`config.mk`:
```
export PLATFORM = sky130hd
export DESIGN_NAME = mem_arbiter
export DESIGN_NICKNAME = d
export VERILOG_FILES = /design/src/rtl/mem_arbiter.sv
export SDC_FILE = /design/constraint.sdc
export NUM_CORES = 1
export LEC_CHECK = 0
export BUFFER_PORTS_ARGS = -buffer_cell sky130_fd_sc_hd__buf_2
export CORE_AREA = 2 2 108 110
export CTS_CLUSTER_DIAMETER = 60
export DETAILED_ROUTE_END_ITERATION = 12
export DIE_AREA = 0 0 110 112
export GPL_TIMING_DRIVEN = 0
export PLACE_DENSITY = 0.55
export SLEW_MARGIN = 25
export SYNTH_ARGS = -nofsm -noshare
export SYNTH_HDL_FRONTEND = slang
export SYNTH_SLANG_ARGS = --single-unit
```
`constraint.sdc`:
```
create_clock -name i_clk -period 2.38 [get_ports i_clk]
set_input_delay 0.119 -clock i_clk [delete_from_list [all_inputs] [get_ports i_clk]]
set_output_delay 0.119 -clock i_clk [all_outputs]
set_load 0.02 [all_outputs]
```
`src/rtl/mem_arbiter.sv`:
```
// -----------------------------------------------------------------------------
// mem_arbiter
//
// Purpose:
//   Shares one single-port memory between an instruction-fetch (IF) port and a
//   load/store (LS) port. One transaction is in flight at a time. A grant fires
//   combinationally in an eligible cycle, and the memory response comes back
//   MEM_LAT cycles later as a one-cycle rvalid to the port that owned the
//   access. A new grant may be issued in the same cycle as the previous
//   response, so MEM_LAT=1 sustains one transaction per cycle.
//
// Parameters:
//   MEM_LAT            memory read latency in cycles (1..4)
//
// Configuration macro:
//   MEM_ARB_ROUND_ROBIN_EN  when defined, contention is won by the port that
//                           did not win last time, and the last-granted register
//                           tracks every grant. When undefined, LS has fixed
//                           priority over IF, and the last-granted register is
//                           not built because it would be the constant IF.
//
// Ports:
//   i_clk, i_rst                      clock (rising edge), synchronous active-high reset
//   i_if_req, i_if_addr               fetch request and byte address
//   o_if_gnt, o_if_rvalid, o_if_rdata fetch grant, response valid, fetched word
//   i_ls_req, i_ls_we, i_ls_addr,
//   i_ls_wdata, i_ls_be               load/store request and payload
//   o_ls_gnt, o_ls_rvalid, o_ls_rdata load/store grant, response valid, load word
//   o_mem_req, o_mem_we, o_mem_addr,
//   o_mem_wdata, o_mem_be             shared memory request side
//   i_mem_rdata                       shared memory read data
// -----------------------------------------------------------------------------
module mem_arbiter #(
    parameter int MEM_LAT = 1
) (
    input  logic        i_clk,
    input  logic        i_rst,
    input  logic        i_if_req,
    input  logic [31:0] i_if_addr,
    output logic        o_if_gnt,
    output logic        o_if_rvalid,
    output logic [31:0] o_if_rdata,
    input  logic        i_ls_req,
    input  logic        i_ls_we,
    input  logic [31:0] i_ls_addr,
    input  logic [31:0] i_ls_wdata,
    input  logic [3:0]  i_ls_be,
    output logic        o_ls_gnt,
    output logic        o_ls_rvalid,
    output logic [31:0] o_ls_rdata,
    output logic        o_mem_req,
    output logic        o_mem_we,
    output logic [31:0] o_mem_addr,
    output logic [31:0] o_mem_wdata,
    output logic [3:0]  o_mem_be,
    input  logic [31:0] i_mem_rdata
);

    typedef enum logic {IDLE, WAIT} state_t;
    typedef enum logic {PORT_IF, PORT_LS} port_t;

    localparam logic [2:0] LAT_INIT = 3'(MEM_LAT);

    state_t     state;
    logic [2:0] cnt;
    port_t      owner;
`ifdef MEM_ARB_ROUND_ROBIN_EN
    port_t      last;
`endif

    logic  resp_cycle;
    logic  eligible;
    logic  grant;
    port_t winner;

    // The response cycle is also the only WAIT cycle in which a new grant may
    // be issued; reset masks both so every output is quiet while i_rst is high.
    always_comb begin
        resp_cycle = !i_rst && (state == WAIT) && (cnt == 3'd1);
        eligible   = !i_rst && ((state == IDLE) || resp_cycle);
        grant      = eligible && (i_if_req || i_ls_req);
    end

    // Arbitration only matters when both ports request; otherwise the lone
    // requester wins.
    always_comb begin
        winner = PORT_IF;
`ifdef MEM_ARB_ROUND_ROBIN_EN
        if (i_if_req && i_ls_req) begin
            winner = (last == PORT_IF) ? PORT_LS : PORT_IF;
        end else if (i_ls_req) begin
            winner = PORT_LS;
        end
`else
        if (i_ls_req) begin
            winner = PORT_LS;
        end
`endif
    end

    // Grant, memory request mux and response steering. IF accesses are always
    // full-word reads, so their write-side fields are forced.
    always_comb begin
        o_if_gnt    = 1'b0;
        o_ls_gnt    = 1'b0;
        o_mem_req   = 1'b0;
        o_mem_we    = 1'b0;
        o_mem_addr  = 32'h0;
        o_mem_wdata = 32'h0;
        o_mem_be    = 4'h0;
        if (grant) begin
            o_mem_req = 1'b1;
            if (winner == PORT_LS) begin
                o_ls_gnt    = 1'b1;
                o_mem_we    = i_ls_we;
                o_mem_addr  = i_ls_addr;
                o_mem_wdata = i_ls_wdata;
                o_mem_be    = i_ls_be;
            end else begin
                o_if_gnt    = 1'b1;
                o_mem_addr  = i_if_addr;
                o_mem_be    = 4'hF;
            end
        end

        o_if_rvalid = resp_cycle && (owner == PORT_IF);
        o_ls_rvalid = resp_cycle && (owner == PORT_LS);
        o_if_rdata  = o_if_rvalid ? i_mem_rdata : 32'h0;
        o_ls_rdata  = o_ls_rvalid ? i_mem_rdata : 32'h0;
    end

    // Transaction FSM. A grant always (re)loads the latency counter, which
    // covers both the IDLE case and back-to-back grants in the response cycle.
    // Reset simply drops any in-flight transaction.
    always_ff @(posedge i_clk) begin
        if (i_rst) begin
            state <= IDLE;
            cnt   <= 3'd0;
            owner <= PORT_IF;
`ifdef MEM_ARB_ROUND_ROBIN_EN
            last  <= PORT_IF;
`endif
        end else if (grant) begin
            state <= WAIT;
            cnt   <= LAT_INIT;
            owner <= winner;
`ifdef MEM_ARB_ROUND_ROBIN_EN
            last  <= winner;
`endif
        end else if (state == WAIT) begin
            if (cnt == 3'd1) begin
                state <= IDLE;
                cnt   <= 3'd0;
            end else begin
                cnt <= cnt - 3'd1;
            end
        end
    end

endmodule

```
# Yosys cells after proc, flatten, opt, wreduce, memory -nomap -nowiden
# Cells that the tools add are included.
[totals]
regBits = 5
word_cells = 41
inputBits = 137
output_inout_bits = 138
[op_classes]
n_addsub = 1
eq_ne = 1
reduce_logical = 11
n_bitwise = 2
muxes = 22
[ops]
columns = ["cell", "count"]
rows = [
  ["2-to-1 mux 32 bit", 6],
  ["2-to-1 mux 1 bit", 13],
  ["2-to-1 mux 4 bit", 2],
  ["logical AND 1 bit", 6],
  ["== test 3 x 1 -> 1 bit, second input constant", 1],
  ["2-to-1 mux 3 bit", 1],
  ["subtractor 3 x 1 -> 3 bit, second input constant", 1],
  ["logical OR 1 bit", 2],
  ["inverter 1 bit", 2],
  ["nonzero test 2 bit", 1],
  ["OR reduction 2 bit", 1],
  ["logical NOT 1 bit", 1],
]

# Longest topological paths before layout
[depth]
depth_word = 7
depth_mapped = 6

# Least setup slack after synthesis
# Ideal clock, no wire load.
[synth_path]
path_type = "reg-to-output"
startpoint = "register cnt[1]"
endpoint = "output port o_mem_wdata[10]"
stages_incl_launch_ff = 7
t_arrival_ns = 1.506
slack_ns = 0.755
n_path_buf = 1
cell_sequence = "dfxtp_1 > inv_1 > ha_1 > nand2b_4 > a21oi_1 > clkbuf_1 > and3_1"
[synth_between]
elab_chain_cells = 6
[synth_rtl]
columns = ["item", "line", "source"]
rows = [
  ["from (decl)", "65", "logic [2:0] cnt;"],
  ["from (signal assigned)", "155", "cnt <= cnt - 3'd1;"],
  ["== test 3 x 1 -> 1 bit", "79", "resp_cycle = !i_rst && (state == WAIT) && (cnt == 3'd1);"],
  ["logical AND 1 bit", "79", ""],
  ["logical OR 1 bit", "80", "eligible = !i_rst && ((state == IDLE) || resp_cycle);"],
  ["logical AND 1 bit", "80", ""],
  ["logical AND 1 bit", "81", "grant = eligible && (i_if_req || i_ls_req);"],
  ["2-to-1 mux 32 bit", "111", "if (grant) begin"],
  ["to (decl)", "54", "output logic [31:0] o_mem_wdata,"],
]
# Every way passes these cells.

# Worst setup path after layout
[layout_path]
startpoint = "register cnt[1]"
endpoint = "output port o_ls_rdata[11]"
[layout_between]
elab_chain_cells = 4
[layout_rtl]
columns = ["item", "line", "source"]
rows = [
  ["== test 3 x 1 -> 1 bit", "79", ""],
  ["logical AND 1 bit", "79", ""],
  ["logical AND 1 bit", "127", "o_ls_rvalid = resp_cycle && (owner == PORT_LS);"],
  ["2-to-1 mux 32 bit", "129", "o_ls_rdata = o_ls_rvalid ? i_mem_rdata : 32'h0;"],
  ["to (decl)", "50", "output logic [31:0] o_ls_rdata,"],
]
# Every way passes these cells.

==> results.toml <==
[worst_setup_path]
cp-end-kind = "output port"
slowest_delay_ns = 0.39
required_ns = 2.26
crit_fanout = 10
crit_buf_inv = 3
cp_slowest_cell = "and4_1"
start_kind = "register"
worstPathCellList = "inv_1 -> ha_1 -> and2b_1 -> and4_1 -> clkbuf_1 -> and2_1 -> buf_2"
critPathKind = "reg2out"
timing.critical_path.max_delay_family = "simple AND/OR/NAND/NOR gates"
cp.arrival_ns = 2.08

[final_layout]
n_antenna_cell = 0
drive_gt1_share_pct = 57.2
final_nets = 647
fillCellCount = 1269
synthToLayoutAreaGrowth_pct = 115

[clocking]
postCtsSetupBuffers = 0
cts.sinks = 5
cts_made_buffers = 3
clk_latency_ns = 0.23
path_clk_slew_ns = 0.03
ctsRootBufferMaster = "clkbuf_16"
ctsLongestPathBuffers = 2
cts_tree = "yes"
cts_max_level = 1

[power]
p_leak_nw = 2.03
peakVddDrop_uv = 185
power_mw = 0.877
pwr_density_cell_mw_per_mm2 = 287

[place]
gp_congestion = 0.798
port_buffers = 273
pre_cts_ws_ns = 0.352
dp_hpwl_mm = 6.75

[timing]
fin_setup_tns_ns = 0
period_needed_ns = 2.20
fmax_ghz = 0.455
post-route-period-util_pct = 92.3
clock_skew_ns = 0.000793
rsz0062_at_grt = "no"
hold_viol = 0
worst_pin_slew_ns = 0.529
maxSlewHeadroom_pct = 64.5
setup_viol = 0
layout_setup_ws_ns = 0.183
finalMaxSlewViolations = 0

[floorplan]
die_w_um = 110
io_pins = 275
std_cell_rows = 39
core_region_area_mm2 = 0.0112
start_util_pct = 12.7
die_area_mm2 = 0.0123
fp.dieH_um = 112

[route]
viasPerCell = 4.14
antenna_left = 0
drt_iter0_markers = 88
drc = 0
wl_mm = 7.79
num_vias = 2694
routedWlPerCell_um = 12.0
dr.pass1.iters = 4

[global_route]
grt.total_usage_pct = 11.2
antenna_found_initial = 0
gr-total-overflow = 0
grt_first_pass_wirelength_mm = 11.2
first_global_vias = 2500
grt_max_degree = 11

[yosys]
netlist_instances = 230
yosys_warnings = 0
ys_types = 28
netlist_area_mm2 = 0.00142
avgSynthCellArea_um2 = 6.18
synth_nets = 369
ys_seq_elements = 5
ys_seq_area_share_pct = 7.04

[run]
cap_violations = 0

[hold_path]
min_path_type = "in2reg"

[status]
status = "finished clean"
==> final cells by class <==
class	instances	area [µm²]	share of cell area (%)
Buffer	25	105	3.45
Clock buffer	4	78.8	2.58
Inverter	9	33.8	1.11
Multi-Input combinational cell	191	1190	38.9
Sequential cell	5	100	3.28
Tap cell	143	179	5.87
Timing Repair Buffer	273	1370	44.8
==> synthesized netlist by cell type <==
master | n | share of area [%]
and2_1 | 66 | 29
nor2_1 | 34 | 9.0
and3_1 | 33 | 15
a22oi_1 | 32 | 17
clkbuf_1 | 16 | 4.2
inv_1 | 8 | 2.1
a21oi_1 | 5 | 1.8
buf_2 | 5 | 1.8
dfxtp_1 | 5 | 7.0
clkbuf_2 | 3 | 1.1
nand2_1 | 3 | 0.79
a211oi_1 | 2 | 1.1
ha_1 | 2 | 1.8
o21ai_1 | 2 | 0.70
a31oi_1 | 1 | 0.44
a32o_1 | 1 | 0.70
and2b_1 | 1 | 0.53
and4_1 | 1 | 0.62
buf_1 | 1 | 0.26
inv_2 | 1 | 0.26
mux2i_1 | 1 | 0.70
nand2b_4 | 1 | 0.97
nand3_1 | 1 | 0.35
nor2b_1 | 1 | 0.44
nor3_1 | 1 | 0.35
nor4_4 | 1 | 1.5
o21ba_2 | 1 | 0.70
or3_1 | 1 | 0.44
==> layer usage <==
layer / part of all wire [%] / wire (µm) / global-route usage, %
met1: 39 / 3040 / 12.0
met2: 51 / 3980 / 22.5
met3: 9.6 / 749 / 1.99
met4: 0.30 / 23 / 1.27
met5: 0 / 0 / 0
==> tightest hold or removal path: cells and delay by family <==
| family | cells | cell delay [ns] |
|---|---|---|
| buf+inv | 1 | 0.10 |
| simple gates | 1 | 0.07 |
| compound gates | 1 | 0.05 |
==> kinds of logic after synthesis <==
kind of cell / count (synthesis) / synth area share [%]
and+or+nand+nor: 144 / 58.5
AOI/OAI and AO/OA: 44 / 22.3
buffers and inverters: 34 / 9.68
DFF: 5 / 7.04
adders and majority gates: 2 / 1.76
muxes: 1 / 0.704
==> where the power goes <==
part / switching [mW] / internal [mW]
combinational: 0.288 / 0.210
sequential: 0.00816 / 0.0931
clock: 0.0549 / 0.222
total: 0.351 / 0.525
==> flip-flops by register name, summed over array words and instances (netlist names) <==
signal  count
cnt         3
owner       1
state       1
==> cell usage in the layout (no fill, tap or decap) <==
master | Yosys | final
and2_1 | 66 | 66
o21ba_2 | 1 | 1
clkbuf_16 | 0 | 3
and4_1 | 1 | 1
nor2b_1 | 1 | 1
or3_1 | 1 | 1
inv_1 | 8 | 8
nor4_4 | 1 | 1
nand2b_4 | 1 | 1
buf_1 | 1 | 1
a32o_1 | 1 | 1
a31oi_1 | 1 | 1
nand2_1 | 3 | 3
nand3_1 | 1 | 1
o21ai_1 | 2 | 2
a211oi_1 | 2 | 2
dfxtp_1 | 5 | 5
clkbuf_1 | 16 | 16
nor3_1 | 1 | 1
a21oi_1 | 5 | 4
ha_1 | 2 | 2
and3_1 | 33 | 33
buf_2 | 5 | 278
inv_2 | 1 | 1
nor2_1 | 34 | 34
and2b_1 | 1 | 1
mux2i_1 | 1 | 1
a22oi_1 | 32 | 32
clkbuf_2 | 3 | 4
a21oi_2 | 0 | 1
==> worst paths after layout <==
check | start | endpoint | slack, ns | cells past startpoint
worst max-delay path | cnt[1]$_SDFFE_PP0P_ | o_ls_rdata[11] | 0.18 | 7
worst max register to register | cnt[1]$_SDFFE_PP0P_ | cnt[1]$_SDFFE_PP0P_ | 0.71 | 6
worst min-delay path | i_if_req | state$_SDFF_PP0_ | 0.14 | 3
worst min register to register | cnt[1]$_SDFFE_PP0P_ | cnt[1]$_SDFFE_PP0P_ | 0.46 | 2
==> per-stage QoR <==
| step | instances | cell area [µm²] | hold slack [ns] | util, % |
|---|---|---|---|---|
| final | 650 | 3050 | 0.143 | 27.3 |
| after CTS | 650 | 3050 | 0.142 | 27.3 |
| after global placement | 646 | 2970 | 0.376 | 26.5 |
| after floorplan | 230 | 1420 | 0.245 | - |
| after detailed placement | 646 | 2970 | 0.379 | 26.5 |
| after global routing | 650 | 3050 | 0.187 | 27.3 |
==> what timing repair did <==
item / in CTS / in global routing
endpoints found under the setup margin: 0 / 21
resized for setup: 0 / 3
endpoints found under the hold margin: 0 / 0
hold buffers: 0 / 0
Note: power is estimated with default switching activity, not from simulation.
